<file path="config.mk">
export PLATFORM = sky130hd
export DESIGN_NAME = ram_access_arbiter
export DESIGN_NICKNAME = d
export VERILOG_FILES = /design/src/rtl/ram_access_arbiter_pkg.sv /design/src/rtl/arb_rr2_pick.sv /design/src/rtl/ram_access_arbiter.sv
export SDC_FILE = /design/constraint.sdc
export NUM_CORES = 1
export LEC_CHECK = 0
export ABC_AREA = 0
export CORE_MARGIN = 10
export CORE_UTILIZATION = 30
export CTS_CLUSTER_SIZE = 16
export DETAILED_ROUTE_END_ITERATION = 10
export PLACE_DENSITY_LB_ADDON = 0.3
export SYNTH_ARGS = -nofsm -noshare
export SYNTH_HDL_FRONTEND = slang
export SYNTH_SLANG_ARGS = --single-unit
</file>
<file path="constraint.sdc">
create_clock -name clk -period 1.3 [get_ports clk]
set_input_delay 0.26 -clock clk [delete_from_list [all_inputs] [get_ports clk]]
set_output_delay 0.26 -clock clk [all_outputs]
set_load 0.05 [all_outputs]
</file>
<file path="src/rtl/ram_access_arbiter_pkg.sv">
// Shared types and constants for the K&S RAM access arbiter.
package ram_access_arbiter_pkg;

  typedef enum logic [1:0] {ARB_IDLE, ARB_ACCESS, ARB_WAIT_RD} arb_state_t;

  typedef enum logic {OWN_CORE, OWN_EXT} arb_owner_t;

  localparam int unsigned ARB_MAX_RD_LATENCY = 4;

  // Wide enough to hold ARB_MAX_RD_LATENCY in the read-wait counter
  localparam int unsigned ARB_CNT_W = $clog2(ARB_MAX_RD_LATENCY + 1);

endpackage

</file>
<file path="src/rtl/arb_rr2_pick.sv">
// Combinational two-way round-robin picker with optional fixed external priority.
module arb_rr2_pick
  import ram_access_arbiter_pkg::*;
(
  input  logic req_core_i,
  input  logic req_ext_i,
  input  logic last_owner_i,
  input  logic ext_prio_i,
  output logic winner_o,
  output logic valid_o
);

  // On a tie the requester that did not own the RAM last wins, unless ext has priority
  always_comb begin
    valid_o  = req_core_i | req_ext_i;
    winner_o = OWN_CORE;
    if (req_core_i && req_ext_i) begin
      winner_o = (ext_prio_i || (last_owner_i == OWN_CORE)) ? OWN_EXT : OWN_CORE;
    end else if (req_ext_i) begin
      winner_o = OWN_EXT;
    end
  end

endmodule

</file>
<file path="src/rtl/ram_access_arbiter.sv">
// Arbitrates the single program/data RAM port between the core and the loader/debug port.
module ram_access_arbiter
  import ram_access_arbiter_pkg::*;
#(
  parameter int unsigned ADDR_W     = 5,
  parameter int unsigned DATA_W     = 16,
  parameter int unsigned RD_LATENCY = 1
) (
  input  logic              clk,
  input  logic              rst_n,
  input  logic              core_req_i,
  input  logic              core_we_i,
  input  logic [ADDR_W-1:0] core_addr_i,
  input  logic [DATA_W-1:0] core_wdata_i,
  output logic              core_gnt_o,
  output logic              core_rvalid_o,
  output logic [DATA_W-1:0] core_rdata_o,
  input  logic              ext_req_i,
  input  logic              ext_we_i,
  input  logic [ADDR_W-1:0] ext_addr_i,
  input  logic [DATA_W-1:0] ext_wdata_i,
  output logic              ext_gnt_o,
  output logic              ext_rvalid_o,
  output logic [DATA_W-1:0] ext_rdata_o,
  input  logic              core_halted_i,
  output logic [ADDR_W-1:0] ram_addr_o,
  output logic              ram_we_o,
  output logic [DATA_W-1:0] ram_wdata_o,
  input  logic [DATA_W-1:0] ram_rdata_i,
  output logic              busy_o
);

  localparam logic [ARB_CNT_W-1:0] RdLatCnt = ARB_CNT_W'(RD_LATENCY);
  localparam logic [ARB_CNT_W-1:0] CntOne   = ARB_CNT_W'(1);

  arb_state_t          state_q, state_d;
  arb_owner_t          owner_q, owner_d;
  arb_owner_t          last_owner_q, last_owner_d;
  logic                ram_we_q, ram_we_d;
  logic [ADDR_W-1:0]   ram_addr_q, ram_addr_d;
  logic [DATA_W-1:0]   ram_wdata_q, ram_wdata_d;
  logic [ARB_CNT_W-1:0] cnt_q, cnt_d;
  logic                pick_ext;
  logic                pick_valid;
  logic                win;

  arb_rr2_pick u_pick (
    .req_core_i   (core_req_i),
    .req_ext_i    (ext_req_i),
    .last_owner_i (last_owner_q),
    .ext_prio_i   (core_halted_i),
    .winner_o     (pick_ext),
    .valid_o      (pick_valid)
  );

  assign win = (state_q == ARB_IDLE) && pick_valid;

  // State register
  always_ff @(posedge clk) begin
    if (!rst_n) state_q <= ARB_IDLE;
    else        state_q <= state_d;
  end

  // Next-state logic: one ACCESS cycle, then either back to IDLE or wait out the read latency
  always_comb begin
    state_d = state_q;
    case (state_q)
      ARB_IDLE:    if (pick_valid) state_d = ARB_ACCESS;
      ARB_ACCESS:  state_d = ram_we_q ? ARB_IDLE : ARB_WAIT_RD;
      ARB_WAIT_RD: if (cnt_q == CntOne) state_d = ARB_IDLE;
      default:     state_d = ARB_IDLE;
    endcase
  end

  // Transaction capture, round-robin history and read-latency counter
  always_comb begin
    owner_d      = owner_q;
    last_owner_d = last_owner_q;
    ram_we_d     = 1'b0;
    ram_addr_d   = ram_addr_q;
    ram_wdata_d  = ram_wdata_q;
    cnt_d        = cnt_q;
    if (win) begin
      owner_d     = arb_owner_t'(pick_ext);
      ram_we_d    = pick_ext ? ext_we_i    : core_we_i;
      ram_addr_d  = pick_ext ? ext_addr_i  : core_addr_i;
      ram_wdata_d = pick_ext ? ext_wdata_i : core_wdata_i;
    end
    if (state_q == ARB_ACCESS) begin
      last_owner_d = owner_q;
      cnt_d        = RdLatCnt;
    end
    if (state_q == ARB_WAIT_RD) begin
      cnt_d = cnt_q - CntOne;
    end
  end

  // Datapath registers; last_owner resets to EXT so the core wins the first tie
  always_ff @(posedge clk) begin
    if (!rst_n) begin
      owner_q      <= OWN_CORE;
      last_owner_q <= OWN_EXT;
      ram_we_q     <= 1'b0;
      ram_addr_q   <= '0;
      ram_wdata_q  <= '0;
      cnt_q        <= '0;
    end else begin
      owner_q      <= owner_d;
      last_owner_q <= last_owner_d;
      ram_we_q     <= ram_we_d;
      ram_addr_q   <= ram_addr_d;
      ram_wdata_q  <= ram_wdata_d;
      cnt_q        <= cnt_d;
    end
  end

  // Outputs decoded from state and owner; read data passes straight through
  always_comb begin
    core_gnt_o    = (state_q == ARB_ACCESS) && (owner_q == OWN_CORE);
    ext_gnt_o     = (state_q == ARB_ACCESS) && (owner_q == OWN_EXT);
    core_rvalid_o = (state_q == ARB_WAIT_RD) && (cnt_q == CntOne) && (owner_q == OWN_CORE);
    ext_rvalid_o  = (state_q == ARB_WAIT_RD) && (cnt_q == CntOne) && (owner_q == OWN_EXT);
    core_rdata_o  = ram_rdata_i;
    ext_rdata_o   = ram_rdata_i;
    ram_we_o      = ram_we_q;
    ram_addr_o    = ram_addr_q;
    ram_wdata_o   = ram_wdata_q;
    busy_o        = (state_q != ARB_IDLE);
  end

endmodule

</file>
Yosys cells after proc, flatten, opt, wreduce, memory -nomap -nowiden
Index checks and enable logic that the tools add are counted.
{ "word_totals": {"regBits": 29, "latch_bits": 0, "ramBits": 0, "romBits": 0, "in_bits": 65, "word_cells": 41, "mem_count": 0} }
{ "op_classes": {"addsub": 1, "mul": 0, "n_div": 0, "order_cmp": 0, "eq_ne": 5, "shift": 0, "mux": 12, "bitwise_logic": 3, "reduce_logical": 13} }
{ "ops": {"columns": ["cell", "count"], "rows": [
  ["2-to-1 mux 16 bit", 1],
  ["logical AND 1 bit", 7],
  ["2-to-1 mux 2 bit", 3],
  ["2-to-1 mux 3 bit", 2],
  ["case mux 2 bit (3 select lines)", 1],
  ["2-to-1 mux 5 bit", 1],
  ["2-to-1 mux 1 bit", 4],
  ["AND reduction 2 bit", 2],
  ["nonzero test 2 bit", 2],
  ["equality test 3 x 1 -> 1 bit (second input constant)", 1],
  ["subtractor 3 x 1 -> 3 bit (second input constant)", 1],
  ["equality test 2 x 1 -> 1 bit (second input constant)", 1],
  ["equality test 2 bit (second input constant)", 1],
  ["logical NOT 2 bit", 1],
  ["!= test 2 x 1 -> 1 bit (second input constant)", 1],
  ["!= test 2 bit (second input constant)", 1],
  ["NOT 1 bit", 2],
  ["logical OR 1 bit", 1],
  ["bitwise OR 1 bit", 1]
]} }

Logic depth before layout (Yosys ltp)
{ "depth": {"depth_word": 5, "mapped_depth": 6, "ltp_nobuf": 6} }

Cells and area by module
Synthesis repeated with hierarchy kept, for this count alone.
{ "unflattened": {"hier_cells": 184, "hier_area_um2": 1762.9} }
{ "by_module_without_submodules": {"columns": ["mod", "instances", "cells_each", "area_each_um2", "seq_area_each_um2"], "rows": [
  ["ram_access_arbiter", 1, 180, 1742.9, 580.6],
  ["arb_rr2_pick", 1, 4, 20.0, 0.0]
]} }

Worst setup path after synthesis
OpenSTA, ideal clock, no wires.
{ "synth_timing": {"kind": "register to output", "startpoint": "register state_q[0]", "endpoint": "output core_rvalid_o", "arrival_time_ns": 1.455, "setup_slack_ns": -0.415, "stages_incl_launch_ff": 7, "path_buffers": 0, "path_cell_list": "dfxtp_1 inv_1 ha_1 inv_1 nor2_1 nand2_1 nor2_1"} }
{ "synth_between": {"elab_chain_len": 3} }
{ "synth_lines": {"columns": ["element", "line", "rtl"], "rows": [
  ["from (decl)", "ram_access_arbiter.sv:36", "arb_state_t state_q, state_d;"],
  ["from (signal assigned)", "ram_access_arbiter.sv:61", "else state_q <= state_d;"],
  ["equality test 2 bit", "ram_access_arbiter.sv:121", "core_rvalid_o = (state_q == ARB_WAIT_RD) && (cnt_q == CntOne) && (owner_q == OWN_CORE);"],
  ["logical AND 1 bit (2 in a row)", "ram_access_arbiter.sv:121", null],
  ["to (decl)", "ram_access_arbiter.sv:16", "output logic core_rvalid_o,"]
]} }
No other way between the ends.

Final worst setup path
Ends and elaborated chain as after synthesis.

==> metrics.md <==
| Metric | Value |
|---|---|
| Synth Net Count | 277 |
| Total Power | 4.82 mW |
| Critical path data required time | 1.04 ns |
| Period utilization | 118% |
| Clock latency on the worst-skew pair | 0.28 ns |
| P&R area growth vs syn | 94.3% |
| Crit start category | register |
| Die Ht | 93.2 µm |
| Flops & latches, synth | 29 |
| Outcome | finished, violations left |
| Final std cells w/o fill | 344 |
| Layout cells sized above 1 | 38.0% |
| IO Port Bufs | 75 |
| Max-Cap Viols | 0 |
| Skew final | 0.0123 ns |
| First-pass GRT wire length | 8.34 mm |
| Buf/Inv on CP | 3 |
| Final hold vios | 0 |
| Core Box Area | 5140 µm² |
| Die width | 93.2 µm |
| Violated checks | negative setup slack |
| Critical-path maximum fanout | 3 |
| CTS Buffer Depth | 2 |
| RSZ-0062 raised after global routing | true |
| Hpwl dp | 3.61 mm |
| Max Fclk | 0.650 GHz |
| Largest net degree at the start of global routing | 23 |
| Rel. slew slack | 83.9% |
| Worst path cell trace | inv_2 > ha_4 > inv_2 > nor2_4 > nand2_1 > nor2_2 > buf_12 |
| Core Util, Final | 60.7% |
| Setup TNS | -4.68 ns |
| Nets | 345 |
| Initial DRC count | 60 |
| Routed WL | 5.49 mm |
| Leakage | 1.22 nW |
| Peak supply drop | 0.000654 V |
| CTS buffer count | 5 |
| CP endpoint kind | primary output |
| DP Cell Count | 320 |
| Syn Inst Count | 205 |
| CP delay by family, top | flip-flops |
| Final setup vio count | 32 |
| Most common cell after layout, fill and taps aside | clkdlybuf4s50_1 |
| Vias in the first global route | 1594 |
| R2R Setup Slk | -0.23 ns |
| Avg WL per Cell | 15.9 µm |
| Die area | 8680 µm² |
| Post-synthesis sequential area ratio | 36.1% |
| Arrival time at the worst endpoint | 1.28 ns |
| Clk slew on worst S/H paths | 0.07 ns |
| Initial core utilization | 31.3% |
| Antenna viol nets, final | 0 |
| Slew Viols, Final | 0 |
| IO Pins | 124 |
| Clk root buf | clkbuf_8 |
| Unique cell type count in the Yosys netlist | 26 |
| CTS tree | done |
| Drt via density | 4.64 |
| Final min period | 1.54 ns |
| GR Overflow Total | 0 |
| H-tree Lvls | 2 |
| Routability cong. | 0.727 |
| Crit path kind | reg -> out |
| Clk sinks | 29 |
| CP max-delay cell | dfxtp_2 |
| Mapped Avg Cell Area | 7.84 µm² |
| P per Cell Area | 1540 nW/µm² |
| Initial antenna violation count | 0 |
| Worst slew pin tran | 0.241 ns |
| Hold-fix buffers, CTS | 0 |
| Num rows | 26 |
| Gr usage total | 11.9% |
| Ant diodes | 0 |
| DR pass1 iterations | 4 |
| Fin worst setup slack | -0.237 ns |
| Critical path's most frequent cell | inv_2 |
| Hold WC Path Type | reg -> reg |
| Via count | 1595 |
| Area of the mapped netlist | 1610 µm² |
| Crit path largest cell delay | 0.32 ns |
| Post-route DRC violation count | 0 |
| Synth warnings | 0 |
| Commonest cells after routing, fill and taps aside | 48 x clkdlybuf4s50_1, 47 x nand2_1, 33 x buf_12 |
report_power, final:
group / switching, mW / total (mW) / internal [mW]
sequential: 0.204 / 1.27 / 1.07
clock: 0.337 / 0.707 / 0.370
combinational: 1.32 / 2.84 / 1.52
total: 1.87 / 4.82 / 2.95
final cells by class:
cell class | count | area (µm²)
Inverter | 7 | 28.8
Sequential cell | 29 | 586
Fill cell | 446 | 2020
Timing Repair Buffer | 104 | 1400
Tap cell | 70 | 87.6
Clock buffer | 6 | 72.6
Multi-Input combinational cell | 126 | 942
Clock inverter | 2 | 10.0
per-stage QoR:
step / area [µm²] / setup slack [ns] / hold WS [ns]
after floorplan: 1620 / -0.175 / 0.392
after global placement: 2550 / -0.210 / 0.457
after detailed placement: 2550 / -0.235 / 0.486
after CTS: 2900 / -0.293 / 0.502
after global routing: 3120 / -0.319 / 0.520
final: 3120 / -0.237 / 0.510
worst reg2reg max path: cells and delay by family (launching register included):
family	cells	cell delay, ns
adder cells (fa/ha/maj)	1	0.17
AO/OA/AOI/OAI	1	0.21
multiplexers	1	0.21
AND/OR/NAND/NOR	1	0.06
buffers and inverters	4	0.43
flip-flops	1	0.33
routing by layer:
layer / wire, µm / GRT usage [%] / vias to the layer above / part of all wire, %
met2: 2730 / 19.8 / 58 / 50
met3: 487 / 6.08 / 10 / 8.9
li1: - / - / 800 / -
met1: 2220 / 13.2 / 727 / 40
met4: 51 / 2.83 / 0 / 0.93
met5: 0 / 0 / - / 0
state kept, by name (all words and copies together), names as in the netlist:
name,cells
ram_wdata_o,16
ram_we_o,1
ram_addr_o,5
last_owner_q,1
cnt_q,3
owner_q,1
state_q,2
logic make-up after synthesis:
logic type	Yosys count	share of synthesized area (%)
and+or+nand+nor	63	16.6
DFF	29	36.1
adders and majority gates	7	5.45
buffers and inverters	50	20.9
AOI/OAI and AO/OA	55	20.3
muxes	1	0.623
cell usage after synthesis (all sizes together):
| cell | count | area [µm²] |
|---|---|---|
| a31oi | 22 | 138 |
| a32oi | 1 | 8.76 |
| dfxtp | 29 | 581 |
| inv | 7 | 26.3 |
| nand3b | 2 | 15.0 |
| nand2 | 48 | 180 |
| nand2b | 2 | 12.5 |
| nor2b | 4 | 25.0 |
| a22oi | 1 | 12.5 |
| o21ai | 25 | 129 |
| nor2 | 4 | 15.0 |
| buf | 39 | 293 |
| ha | 7 | 87.6 |
| and2 | 2 | 12.5 |
| o21a | 2 | 16.3 |
| mux2i | 1 | 10.0 |
| a21boi | 1 | 7.51 |
| a21oi | 3 | 15.0 |
| and3 | 1 | 6.26 |
| clkbuf | 4 | 16.3 |
final timing paths:
path | depth (start not counted) | endpoint | start
worst min register to register | 1 | cnt_q[0] | cnt_q[0]
worst max register to register | 8 | state_q[0] | state_q[0]
worst max-delay path | 7 | core_rvalid_o | state_q[0]
worst min-delay path | 1 | cnt_q[0] | cnt_q[0]
repair_timing:
item / 4_1_cts / 5_1_grt
gates cloned: 4 / 1
pin swaps: 11 / 8
setup buffers: 7 / 6
setup endpoints to repair: 29 / 32
gates resized for setup: 42 / 29
Note: power is estimated with default switching activity, not from simulation.
